`config.mk`:
```
export PLATFORM = sky130hd
export DESIGN_NAME = pwm_regulator
export DESIGN_NICKNAME = d
export VERILOG_FILES = /design/src/rtl/pwm_regulator.sv
export SDC_FILE = /design/constraint.sdc
export NUM_CORES = 1
export LEC_CHECK = 0
export ABC_AREA = 1
export CAP_MARGIN = 20
export CORE_AREA = 5 5 136 138
export DETAILED_ROUTE_END_ITERATION = 8
export DIE_AREA = 0 0 141 143
export HOLD_SLACK_MARGIN = 0.12
export PLACE_DENSITY_LB_ADDON = 0.12
export SLEW_MARGIN = 20
export SYNTH_ARGS = -nofsm -noshare
export SYNTH_HDL_FRONTEND = slang
export SYNTH_SLANG_ARGS = --single-unit
```
`constraint.sdc`:
```
create_clock -name clock -period 1.85 [get_ports clock]
set_input_delay 0.37 -clock clock [delete_from_list [all_inputs] [get_ports clock]]
set_output_delay 0.37 -clock clock [all_outputs]
set_load 0.05 [all_outputs]
```
`src/rtl/pwm_regulator.sv`:
```
// Multi-channel PWM generator with a shared (optionally phase-interleaved) ramp,
// per-channel saturating duty regulation on a periodic tick, and a host load port.
module pwm_regulator #(
    parameter int CHANNELS      = 4,
    parameter int WIDTH         = 11,
    parameter int UPDATE_PERIOD = 10000,
    parameter int STEP          = 1,
    parameter int DUTY_MIN      = 0,
    parameter int DUTY_MAX      = (1 << WIDTH) - 1,
    parameter int INTERLEAVE    = 1,
    localparam int CH_W         = (CHANNELS > 1) ? $clog2(CHANNELS) : 1
) (
    input  logic                clock,
    input  logic                reset_n,
    input  logic                enable,
    input  logic [CHANNELS-1:0] fb,
    input  logic                load_valid,
    input  logic [CH_W-1:0]     load_ch,
    input  logic [WIDTH-1:0]    load_duty,
    output logic [CHANNELS-1:0] pwm,
    output logic                en,
    output logic [CHANNELS-1:0] sat_hi,
    output logic [CHANNELS-1:0] sat_lo
);

    localparam int                PERIOD    = 1 << WIDTH;
    localparam int                CNT_W     = $clog2(UPDATE_PERIOD);
    localparam logic [WIDTH-1:0]  RAMP_LAST = WIDTH'(PERIOD - 1);
    localparam logic [CNT_W-1:0]  CNT_LAST  = CNT_W'(UPDATE_PERIOD - 1);
    localparam logic [WIDTH-1:0]  MIN_W     = WIDTH'(DUTY_MIN);
    localparam logic [WIDTH-1:0]  MAX_W     = WIDTH'(DUTY_MAX);
    localparam logic [WIDTH:0]    MIN_X     = (WIDTH + 1)'(DUTY_MIN);
    localparam logic [WIDTH:0]    MAX_X     = (WIDTH + 1)'(DUTY_MAX);
    localparam logic [WIDTH:0]    STEP_X    = (WIDTH + 1)'(STEP);
    localparam bit                HI_AT_RESET = (DUTY_MIN == DUTY_MAX);

    // Ramp offset for channel ch: evenly spread over one period when interleaving.
    function automatic logic [WIDTH-1:0] phase_offset(input int ch);
        if (INTERLEAVE == 0) return '0;
        return WIDTH'((longint'(ch) * longint'(PERIOD)) / longint'(CHANNELS));
    endfunction

    // Saturating arithmetic is done one bit wider so no STEP can wrap the duty.
    function automatic logic [WIDTH-1:0] step_down(input logic [WIDTH-1:0] t);
        logic [WIDTH:0] t_x;
        t_x = {1'b0, t};
        if (t_x < MIN_X + STEP_X) return MIN_W;
        return WIDTH'(t_x - STEP_X);
    endfunction

    function automatic logic [WIDTH-1:0] step_up(input logic [WIDTH-1:0] t);
        logic [WIDTH:0] sum;
        sum = {1'b0, t} + STEP_X;
        if (sum > MAX_X) return MAX_W;
        return WIDTH'(sum);
    endfunction

    logic [WIDTH-1:0]    ramp;
    logic [CNT_W-1:0]    tick_cnt;
    logic                tick;
    logic [CHANNELS-1:0] fb_meta;
    logic [CHANNELS-1:0] fb_sync;
    logic [WIDTH-1:0]    load_clamped;
    logic [WIDTH-1:0]    ch_ramp    [CHANNELS];
    logic [WIDTH-1:0]    target     [CHANNELS];
    logic [WIDTH-1:0]    target_nxt [CHANNELS];
    logic [WIDTH-1:0]    active     [CHANNELS];

    assign tick = enable && (tick_cnt == CNT_LAST);

    // NOTE: sequential state uses non-blocking assignments so every register samples pre-edge values.
    always_ff @(posedge clock or negedge reset_n) begin
        if (!reset_n) begin
            ramp     <= '0;
            tick_cnt <= '0;
        end else if (enable) begin
            ramp     <= ramp + WIDTH'(1);
            tick_cnt <= tick ? '0 : tick_cnt + CNT_W'(1);
        end
    end

    always_ff @(posedge clock or negedge reset_n) begin
        if (!reset_n) begin
            fb_meta <= '0;
            fb_sync <= '0;
        end else begin
            fb_meta <= fb;
            fb_sync <= fb_meta;
        end
    end

    for (genvar g = 0; g < CHANNELS; g++) begin : g_phase
        localparam logic [WIDTH-1:0] OFFSET = phase_offset(g);
        assign ch_ramp[g] = ramp + OFFSET;
    end

    // NOTE: every combinational output gets a default first, so no path can infer a latch.
    always_comb begin
        load_clamped = load_duty;
        if ({1'b0, load_duty} < MIN_X) begin
            load_clamped = MIN_W;
        end else if ({1'b0, load_duty} > MAX_X) begin
            load_clamped = MAX_W;
        end
    end

    // A host load beats the regulation tick on its own channel only.
    always_comb begin
        for (int i = 0; i < CHANNELS; i++) begin
            target_nxt[i] = target[i];
            if (load_valid && (int'(load_ch) == i)) begin
                target_nxt[i] = load_clamped;
            end else if (tick) begin
                target_nxt[i] = fb_sync[i] ? step_down(target[i]) : step_up(target[i]);
            end
        end
    end

    // NOTE: the duty arrays are a handful of flops, not RAM, so they take the reset like any register.
    always_ff @(posedge clock or negedge reset_n) begin
        if (!reset_n) begin
            for (int i = 0; i < CHANNELS; i++) begin
                target[i] <= MIN_W;
                active[i] <= MIN_W;
            end
            pwm    <= '0;
            en     <= 1'b0;
            sat_hi <= {CHANNELS{HI_AT_RESET}};
            sat_lo <= '1;
        end else begin
            en <= enable;
            for (int i = 0; i < CHANNELS; i++) begin
                target[i] <= target_nxt[i];
                sat_hi[i] <= (target_nxt[i] == MAX_W);
                sat_lo[i] <= (target_nxt[i] == MIN_W);
                // Shadow copy on the channel's last ramp count keeps each period single-duty.
                if (enable && (ch_ramp[i] == RAMP_LAST)) begin
                    active[i] <= target[i];
                end
                pwm[i] <= enable && (ch_ramp[i] < active[i]);
            end
        end
    end

endmodule

```
# Yosys cells after proc, flatten, opt, wreduce, memory -nomap -nowiden
# Index checks and enable logic that the tools add are counted.
[classes]
n_addsub = 13
n_mul = 0
div_mod_pow = 0
order_cmp = 12
eq_ne = 12
shift = 0
n_mux = 53
bitwise_logic = 0
reduce_logical = 18
[op_table]
columns = ["cell", "count"]
rows = [
  ["two-way mux 11 bit", 28],
  ["equality test 11 bit, second input constant", 8],
  ["adder 11 x 1 -> 12 bit, second input constant", 4],
  ["> comparator 12 x 11 -> 1 bit, second input constant", 4],
  ["zero test 11 bit", 4],
  ["< comparator 11 x 1 -> 1 bit, second input constant", 4],
  ["< comparator 11 bit", 4],
  ["subtractor 11 x 1 -> 11 bit, second input constant", 4],
  ["two-way mux 1 bit", 24],
  ["adder 11 bit, second input constant", 2],
  ["adder 14 x 1 -> 14 bit, second input constant", 1],
  ["equality test 14 bit, second input constant", 1],
  ["two-way mux 14 bit", 1],
  ["logical AND 1 bit", 13],
  ["adder 11 x 1 -> 11 bit, second input constant", 1],
  ["adder 11 x 10 -> 11 bit, second input constant", 1],
  ["equality test 2 bit, second input constant", 2],
  ["equality test 2 x 1 -> 1 bit, second input constant", 1],
  ["zero test 2 bit", 1],
]
[word_totals]
ff_bits = 134
latchBits = 0
ramBits = 0
rom_bits = 0
input_bits = 21
out_inout_bits = 13
wordCells = 124
mem_count = 0

# Longest topological paths before layout
# Gate-level depths: netlist of the first run.
[logic_depth]
word_depth = 10
ltp_mapped = 15
ltp_nobuf = 14

# Least setup slack after synthesis of the first run
# OpenSTA, ideal clock, no wires.
[synth_timing]
kind = "flip-flop to flip-flop"
start = "register target[22] (netlist name)"
end = "register sat_hi[1]"
setup_time_ps = 71
arrival_time_ps = 1696
t_required_ps = 1779
setup_slack_ps = 82
stages_incl_launch_ff = 15
path_buffers = 1
synth_period_minus_slack_ps = 1768
cell_sequence = "dfrtp_1 > inv_2 > ha_1 > buf_1 > nand2_1 > nor2_1 > xor2_1 > nand2_1 > nand3_1 > nand2_1 > nand2_1 > nand2_1 > inv_1 > nand2_1 > nor2_1"
[synth_lines]
columns = ["element", "line", "text"]
rows = [
  ["from (decl)", "65", "logic [WIDTH-1:0] target [CHANNELS];"],
  ["from (signal, indexed assignment)", "133", "target[i] <= target_nxt[i];"],
  ["to (signal assigned)", "128", "sat_hi <= {CHANNELS{HI_AT_RESET}};"],
  ["to (signal, indexed assignment)", "134", "sat_hi[i] <= (target_nxt[i] == MAX_W);"],
  ["to (decl)", "22", "output logic [CHANNELS-1:0] sat_hi,"],
]

==> impl_metrics.sql, run 1 <==
INSERT INTO impl_metrics (metric_group, metric, value, unit) VALUES
('final_layout', 'layout.nets', '1728', ''),
('sta', 'finalWorstPathRequiredPeriod', '2040', 'ps'),
('worst_setup_path', 'r2r-end', 'sat_lo[0]', ''),
('power_and_ir_drop', 'swShare', '38.9', '%'),
('grt', 'grt_use_total', '30.1', '%'),
('grt', 'first_pass_grt_wire_length', '48900', 'microns'),
('final_layout', 'diodes', '0', ''),
('cts', 'cts_inserted_buffers', '17', ''),
('power_and_ir_drop', 'power.total', '11.3', 'mW'),
('floorplanning', 'die-width', '141', 'microns'),
('synthesis', 'synthDominantCellAreaShare', '33.9', '%'),
('grt', 'top_usage_layer', 'met2', ''),
('detailed_routing', 'avgViaCountPerCell', '5.51', ''),
('power_and_ir_drop', 'leakagePower', '6.14', 'nW'),
('sta', 'slew_violations', '0', ''),
('cts', 'cts_root_buf', 'sky130_fd_sc_hd__clkbuf_16', ''),
('floorplanning', 'die_height', '143', 'microns'),
('power_and_ir_drop', 'pwr_density_cell', '877', 'nW/um^2'),
('synthesis', 'synthDominantAreaCellType', 'sky130_fd_sc_hd__dfrtp_1', ''),
('sta', 'tightest_slew', '484', 'ps'),
('final_layout', 'proportion_of_layout_cells_with_a_drive_suffix_above_1', '26.0', '%'),
('power_and_ir_drop', 'power.combinational.fraction', '37.1', '%'),
('power_and_ir_drop', 'power_report.internal_total', '6.88', 'mW'),
('final_layout', 'finalNonFillerCells', '1895', ''),
('hold_path', 'min_path_cells', '0', ''),
('sta', 'final.period_utilization', '110', '%'),
('run_status', 'violations', 'setup timing', ''),
('floorplanning', 'ioPinCount', '34', ''),
('power_and_ir_drop', 'clock_power_share', '28.8', '%'),
('detailed_routing', 'drt_drc_violations_left', '0', ''),
('grt', 'globalRoute.totalOverflow', '0', ''),
('placement', 'hpwlAfterDp', '22500', 'microns'),
('grt', 'groute.layer.met1.usage', '42.9', '%'),
('sta', 'slew-limit-headroom', '67.9', '%'),
('grt', 'maximum_number_of_pins_on_one_net_before_global_route_repair', '42', ''),
('worst_setup_path', 'crit_fanout', '7', ''),
('grt', 'globalRouteMet3Util', '4.02', '%'),
('synthesis', 'synth_top_cells_by_area', 'sky130_fd_sc_hd__dfrtp_1 34%, sky130_fd_sc_hd__nand2_1 16%, sky130_fd_sc_hd__nand3_1 8.2%, sky130_fd_sc_hd__ha_1 6.5%, sky130_fd_sc_hd__inv_1 6.5%', ''),
('floorplanning', 'core_area', '17100', 'sq um'),
('worst_setup_path', 'reg2reg_setup_slack', '-190', 'ps'),
('cts', 'clk_latency', '420', 'ps'),
('final_layout', 'multiInputGateArea', '5790', 'sq um'),
('cts', 'cts_htree_levels', '4', ''),
('sta', 'final_worst_setup_slack', '-187', 'ps'),
('final_layout', 'register_area', '3370', 'sq um'),
('final_layout', 'post-route-util', '75.3', '%'),
('grt', 'antenna_found_initial', '0', ''),
('floorplanning', 'rows', '48', ''),
('floorplanning', 'initial_standard_cell_utilization_of_the_core', '56.3', '%'),
('worst_setup_path', 'timing.critical_path.arrival', '2390', 'ps'),
('detailed_routing', 'detail_route.wirelength', '30400', 'microns'),
('sta', 'finalHoldWorstSlack', '348', 'ps'),
('sta', 'totalNegativeSetupSlack', '-1270', 'ps'),
('detailed_routing', 'num_vias', '10443', ''),
('worst_setup_path', 'reg2reg_from', 'tick_cnt[1]', ''),
('synthesis', 'sequential_share_of_the_synthesized_area', '35.0', '%'),
('worst_setup_path', 'timing.critical_path.from_type', 'register', ''),
('worst_setup_path', 'r2r.worst_path.cells', '14', ''),
('run_status', 'result_of_the_run', 'complete, but fails checks', ''),
('sta', 'max_clock_freq', '491', 'MHz'),
('cts', 'cts.path.max_buffers', '2', ''),
('synthesis', 'synth-seq-cells', '134', ''),
('final_layout', 'n_fill_cell', '1345', ''),
('hold_path', 'worstHoldPathType', 'register to register', ''),
('synthesis', 'postSynthNetCount', '1494', ''),
('worst_setup_path', 'worst-endpoint-required', '2210', 'ps'),
('sta', 'timing_hold_violations_final', '0', ''),
('sta', 'setup_viol_count_final', '15', ''),
('synthesis', 'synth.lib_cells_used.distinct', '43', ''),
('detailed_routing', 'avgRoutedWirePerCell', '16.1', 'microns'),
('synthesis', 'syn-instance-count', '1423', '');
[cells in the mapped netlist (all sizes together)]
| library cell | count |
|---|---|
| a2111oi | 1 |
| a211oi | 3 |
| a21oi | 93 |
| a221oi | 1 |
| a311oi | 2 |
| buf | 28 |
| clkbuf | 14 |
| clkinv | 4 |
| dfrtp | 130 |
| dfstp | 4 |
| ha | 50 |
| inv | 179 |
| nand2 | 416 |
| nand3 | 160 |
| nand3b | 4 |
| nand4 | 37 |
| nor2 | 169 |
| nor3 | 12 |
| nor4 | 1 |
| o211ai | 2 |
| o21a | 1 |
| o21ai | 81 |
| o221ai | 1 |
| o31ai | 1 |
| or2 | 1 |
| xnor2 | 5 |
| xor2 | 23 |
[power groups by stage]
stage | Clock (mW) | Combinational [mW] | Sequential, mW
after CTS | 3.28 | 3.90 | 3.79
after detailed placement | 0 | 3.74 | 3.83
after floorplan | 0 | 2.25 | 3.64
after global placement | 0 | 3.65 | 3.83
after global routing | 3.42 | 4.65 | 3.88
final | 3.25 | 4.18 | 3.84
[state kept, by name, indices dropped and copies added (netlist names)]
| register | flops |
|---|---|
| ramp | 11 |
| active | 44 |
| en | 1 |
| target | 44 |
| pwm | 4 |
| sat_lo | 4 |
| sat_hi | 4 |
| fb_sync | 4 |
| fb_meta | 4 |
| tick_cnt | 14 |
[layout by cell type (no fill, tap or decap), types with 15 or more instances in the layout]
cell type / Yosys / layout
sky130_fd_sc_hd__nand3_1: 157 / 142
sky130_fd_sc_hd__nand2_2: 4 / 34
sky130_fd_sc_hd__clkdlybuf4s50_1: 0 / 19
sky130_fd_sc_hd__nand4_1: 37 / 37
sky130_fd_sc_hd__ha_1: 50 / 47
sky130_fd_sc_hd__inv_1: 166 / 161
sky130_fd_sc_hd__buf_4: 4 / 211
sky130_fd_sc_hd__nor2_2: 14 / 28
sky130_fd_sc_hd__xor2_1: 23 / 23
sky130_fd_sc_hd__nor2_1: 152 / 133
sky130_fd_sc_hd__dfrtp_1: 130 / 120
sky130_fd_sc_hd__o21ai_0: 75 / 73
sky130_fd_sc_hd__a21oi_1: 90 / 66
sky130_fd_sc_hd__nand2_1: 412 / 381
sky130_fd_sc_hd__buf_6: 4 / 15
sky130_fd_sc_hd__clkbuf_16: 0 / 17
sky130_fd_sc_hd__inv_2: 13 / 16
sky130_fd_sc_hd__a21oi_2: 3 / 22
[logic make-up (layout without fill, tap and decap cells)]
group | after synthesis | after routing | share of synthesized area [%]
AOI/OAI and AO/OA | 186 | 186 | 10.3
xor gates and xnor gates | 28 | 28 | 2.56
adders and majority gates | 50 | 50 | 6.52
buffers and inverters | 225 | 472 | 9.56
DFF | 134 | 134 | 35.0
and+or+nand+nor | 800 | 800 | 36.1
[what timing repair did]
| item | 4_1_cts | 5_1_grt |
|---|---|---|
| gates resized for setup | 49 | 111 |
| gates cloned | 1 | 0 |
| hold buffers | 1 | 0 |
| setup buffers | 15 | 10 |
| pin swaps | 28 | 50 |
| setup endpoints to repair | 21 | 79 |
| endpoints found under the hold margin | 32 | 0 |
[routing by layer]
layer	vias to the layer above	part of all wire (%)	routed length, microns
li1	5070	-	-
met1	4864	44	13400
met2	448	46	14000
met3	61	7.2	2200
met4	0	2.5	772
met5	-	0	0
[worst max-delay path by stage]
stage / cells after the start / slack [ps] / endpoint / start
after floorplan: 14 / 80 / sat_hi[1] / target[22]
after global placement: 13 / -430 / sat_lo[0] / enable
after detailed placement: 13 / -500 / sat_lo[0] / enable
after CTS: 15 / -180 / sat_lo[3] / tick_cnt[1]
after global routing: 14 / -300 / sat_lo[0] / tick_cnt[0]
final: 14 / -190 / sat_lo[0] / tick_cnt[1]
[final cells by class]
class,count,area share (%)
multi-input combinational,1064,45.1
clock inverter,15,1.07
clock buffer,17,3.31
timing repair buffer,257,16.7
sequential,134,26.2
tap,225,2.19
inverter,183,5.44
[stage by stage]
step | worst slack [ps] | cell area, sq um
5_1_grt | -296 | 12800
2_1_floorplan | 82.3 | 9600
3_3_place_gp | -434 | 11500
6_report | -187 | 12800
3_5_place_dp | -500 | 11500
4_1_cts | -176 | 12400
[critical path: stages (launching register included)]
cell,delay (ps)
sky130_fd_sc_hd__dfrtp_1,400
sky130_fd_sc_hd__ha_4,170
sky130_fd_sc_hd__nand3_4,80
sky130_fd_sc_hd__nor2_4,140
sky130_fd_sc_hd__nand3_4,120
sky130_fd_sc_hd__buf_12,180
sky130_fd_sc_hd__clkinv_4,60
sky130_fd_sc_hd__buf_12,120
sky130_fd_sc_hd__buf_6,110
sky130_fd_sc_hd__nand3_1,70
sky130_fd_sc_hd__nand2_1,90
sky130_fd_sc_hd__nand2_2,80
sky130_fd_sc_hd__nor2_2,120
sky130_fd_sc_hd__nand3_1,100
sky130_fd_sc_hd__nor2_1,110
No activity file was read; power rests on OpenSTA's default activity.
==> run 2, diff against run 1 <==
--- a/config.mk
+++ b/config.mk
@@ -7,12 +7,15 @@
 export LEC_CHECK = 0
 export ABC_AREA = 1
 export CAP_MARGIN = 20
-export CORE_AREA = 5 5 136 138
+export CORE_AREA = 5 5 135 137
+export CTS_BUF_LIST = sky130_fd_sc_hd__clkbuf_2
+export CTS_CLUSTER_SIZE = 25
 export DETAILED_ROUTE_END_ITERATION = 8
-export DIE_AREA = 0 0 141 143
+export DIE_AREA = 0 0 140 142
 export HOLD_SLACK_MARGIN = 0.12
 export PLACE_DENSITY_LB_ADDON = 0.12
 export SLEW_MARGIN = 20
 export SYNTH_ARGS = -nofsm -noshare
 export SYNTH_HDL_FRONTEND = slang
 export SYNTH_SLANG_ARGS = --single-unit
+export TNS_END_PERCENT = 10
==> run 2 against run 1 <==
Largest cell class unchanged. Via count down 1.0%. Non-clock buffer count down 20. Cell count down 0.95%. The run still ends with setup timing left. Combinational power down 1%. Die area down 1.4%. Total power down 13%. Clock skew up 22 ps. First-iteration DRC count up 4.7%. Fmax down 4.7%. Register-to-register slack worse by 100 ps.
==> impl_metrics.sql, run 2 (synthesized netlist as in run 1, its figures left out) <==
INSERT INTO impl_metrics (metric_group, metric, value, unit) VALUES
('run_status', 'result_of_the_run', 'complete, but fails checks', ''),
('run_status', 'violations', 'setup timing', ''),
('worst_setup_path', 'timing_worst_setup_path_type', 'register to register', ''),
('detailed_routing', 'avgViaCountPerCell', '5.51', ''),
('worst_setup_path', 'timing.critical_path.arrival', '2800', 'ps'),
('worst_setup_path', 'reg2reg_setup_slack', '-290', 'ps'),
('sta', 'final.period_utilization', '116', '%'),
('sta', 'finalHoldWorstSlack', '321', 'ps'),
('power_and_ir_drop', 'pwr_density_cell', '795', 'nW/um^2'),
('sta', 'slew_violations', '0', ''),
('cts', 'cts_htree_levels', '4', ''),
('sta', 'totalNegativeSetupSlack', '-3330', 'ps'),
('placement', 'dp_slack', '-484', 'ps'),
('final_layout', 'most-common-layout-cells', '383 x sky130_fd_sc_hd__nand2_1, 190 x sky130_fd_sc_hd__buf_4, 164 x sky130_fd_sc_hd__inv_1, 151 x sky130_fd_sc_hd__nand3_1, 143 x sky130_fd_sc_hd__nor2_1', ''),
('worst_setup_path', 'setup.worst_path.end', 'sat_lo[2]', ''),
('sta', 'slew-limit-headroom', '66.8', '%'),
('detailed_routing', 'detail_route.iter0.violations', '1128', ''),
('placement', 'port_buffers', '33', ''),
('floorplanning', 'rows', '48', ''),
('final_layout', 'multiInputGateArea', '5660', 'sq um'),
('grt', 'maximum_number_of_pins_on_one_net_before_global_route_repair', '51', ''),
('final_layout', 'n_fill_cell', '1403', ''),
('grt', 'first_global_vias', '9599', ''),
('worst_setup_path', 'crit_fanout', '13', ''),
('final_layout', 'layout_commonest_cell', 'sky130_fd_sc_hd__nand2_1', ''),
('detailed_routing', 'drt_drc_violations_left', '0', ''),
('final_layout', 'layout.nets', '1709', ''),
('cts', 'path_clk_slew', '200', 'ps'),
('worst_setup_path', 'r2r-end', 'sat_lo[2]', ''),
('hold_path', 'worstHoldPathType', 'primary input to register', ''),
('detailed_routing', 'firstDrtPassIters', '8', ''),
('sta', 'rsz_0062_raised_after_global_routing', 'true', ''),
('sta', 'tightest_slew', '498', 'ps'),
('power_and_ir_drop', 'power.total', '9.77', 'mW'),
('placement', 'hpwlAfterDp', '22100', 'microns'),
('placement', 'post-place-cells', '1821', ''),
('floorplanning', 'die-width', '140', 'microns'),
('power_and_ir_drop', 'vdd_ir_drop_max', '0.527', 'mV'),
('worst_setup_path', 'cp-startpoint', 'tick_cnt[1]', ''),
('cts', 'cts_root_buf', 'sky130_fd_sc_hd__clkbuf_2', ''),
('detailed_routing', 'detail_route.wirelength', '29900', 'microns'),
('cts', 'clock_tree_from_tritoncts', 'yes', ''),
('final_layout', 'stdcell_area', '12300', 'sq um'),
('worst_setup_path', 'timing.critical_path.from_type', 'register', ''),
('worst_setup_path', 'worst-endpoint-required', '2510', 'ps'),
('floorplanning', 'core_area', '16900', 'sq um'),
('final_layout', 'post-route-util', '72.5', '%'),
('worst_setup_path', 'endpoint_kind', 'register', ''),
('worst_setup_path', 'r2r.worst_path.cells', '13', ''),
('sta', 'max_clock_freq', '468', 'MHz'),
('cts', 'clk_latency', '720', 'ps'),
('cts', 'cts.sinks', '134', ''),
('grt', 'antenna_found_initial', '1', ''),
('final_layout', 'area_growth', '28.0', '%'),
('final_layout', 'proportion_of_layout_cells_with_a_drive_suffix_above_1', '23.5', '%'),
('placement', 'detailed_place.area', '11400', 'sq um'),
('floorplanning', 'initial_standard_cell_utilization_of_the_core', '56.7', '%'),
('power_and_ir_drop', 'leakagePower', '5.92', 'nW'),
('sta', 'setup_viol_count_final', '30', ''),
('sta', 'timing_hold_violations_final', '0', ''),
('placement', 'place_congestion', '0.945', ''),
('detailed_routing', 'num_vias', '10335', ''),
('floorplanning', 'ioPinCount', '34', ''),
('detailed_routing', 'avgRoutedWirePerCell', '15.9', 'microns'),
('final_layout', 'largestRegisters', 'active (44), target (44), tick_cnt (14)', ''),
('sta', 'fin_worst_skew', '33.9', 'ps'),
('sta', 'finalWorstPathRequiredPeriod', '2140', 'ps'),
('final_layout', 'register_area', '3370', 'sq um'),
('cts', 'cts_inserted_buffers', '17', ''),
('final_layout', 'finalNonFillerCells', '1877', ''),
('floorplanning', 'fp.dieArea', '19900', 'sq um'),
('sta', 'final_worst_setup_slack', '-287', 'ps'),
('grt', 'globalRoute.totalOverflow', '0', ''),
('floorplanning', 'die_height', '142', 'microns'),
('grt', 'grt_use_total', '29.4', '%'),
('grt', 'first_pass_grt_wire_length', '47000', 'microns'),
('worst_setup_path', 'reg2reg_from', 'tick_cnt[1]', ''),
('cts', 'cts.path.max_buffers', '2', ''),
('detailed_routing', 'final_antenna_net_count', '0', ''),
('run', 'maxCapViolCount', '0', '');
## run 2: cell types whose count changed in the layout (fill, tap and decap cells not counted), moves of 5 or more
| cell | previous run | this run |
|---|---|---|
| sky130_fd_sc_hd__nor2_1 | 133 | 143 |
| sky130_fd_sc_hd__buf_6 | 15 | 7 |
| sky130_fd_sc_hd__a21oi_2 | 22 | 30 |
| sky130_fd_sc_hd__buf_4 | 211 | 190 |
| sky130_fd_sc_hd__inv_6 | 5 | 0 |
| sky130_fd_sc_hd__nand3_1 | 142 | 151 |
| sky130_fd_sc_hd__nor2_2 | 28 | 20 |
| sky130_fd_sc_hd__clkbuf_2 | 0 | 22 |
| sky130_fd_sc_hd__a21oi_1 | 66 | 60 |
| sky130_fd_sc_hd__dlygate4sd3_1 | 1 | 6 |
| sky130_fd_sc_hd__clkbuf_16 | 17 | 3 |
## run 2: per-layer routing
metal  part of all wire (%)  track usage (%)  up-vias
li1                       -                -     5040
met1                     43             40.4     4760
met2                     47             47.6      464
met3                    7.9             5.68       71
met4                    2.5             9.08        0
met5                      0                0        -
## run 2: critical path, stage by stage, from the launching register on
cell and delay [ps]:
sky130_fd_sc_hd__dfrtp_1 440, sky130_fd_sc_hd__ha_4 160, sky130_fd_sc_hd__nand3_4 80, sky130_fd_sc_hd__nor2_4 230, sky130_fd_sc_hd__buf_12 140, sky130_fd_sc_hd__nand3_4 140
sky130_fd_sc_hd__clkbuf_16 230, sky130_fd_sc_hd__nor2_1 100, sky130_fd_sc_hd__nand3_1 70, sky130_fd_sc_hd__nand2_1 100, sky130_fd_sc_hd__nand2_2 70, sky130_fd_sc_hd__nor2_1 100
sky130_fd_sc_hd__nand3_1 90, sky130_fd_sc_hd__nor2_1 110
## run 2: power breakdown
group | internal [mW] | total (mW) | switching, mW
clock network | 0.771 | 1.83 | 1.06
logic | 1.80 | 4.13 | 2.33
registers | 3.28 | 3.81 | 0.531
## run 2: how the worst min path moves through the flow
stage	from	endpoint	slack, ps	cells after the start
after floorplan	reset_n	active[0]	70	0
after global placement	reset_n	tick_cnt[3]	300	1
after detailed placement	reset_n	ramp[10]	300	1
after CTS	load_duty[0]	target[0]	270	3
after global routing	load_duty[10]	target[32]	300	3
final	load_duty[10]	target[32]	320	3
## run 2: timing repair
| action | CTS | global route |
|---|---|---|
| buffers inserted | 2 | 10 |
| gates resized for setup | 30 | 93 |
| cloned | 0 | 4 |
| setup endpoints to repair | 25 | 80 |
| hold buffers | 7 | 0 |
| hold endpoints to repair | 134 | 0 |
| pin swaps | 3 | 25 |
## run 2: layout make-up
| type | count | share of cell area (%) |
|---|---|---|
| Inverter | 183 | 5.63 |
| Multi-Input combinational cell | 1065 | 46.1 |
| Clock buffer | 22 | 0.896 |
| Timing Repair Buffer | 237 | 16.6 |
| Clock inverter | 10 | 1.08 |
| Sequential cell | 134 | 27.4 |
| Antenna cell | 1 | 0.0204 |
| Tap cell | 225 | 2.29 |
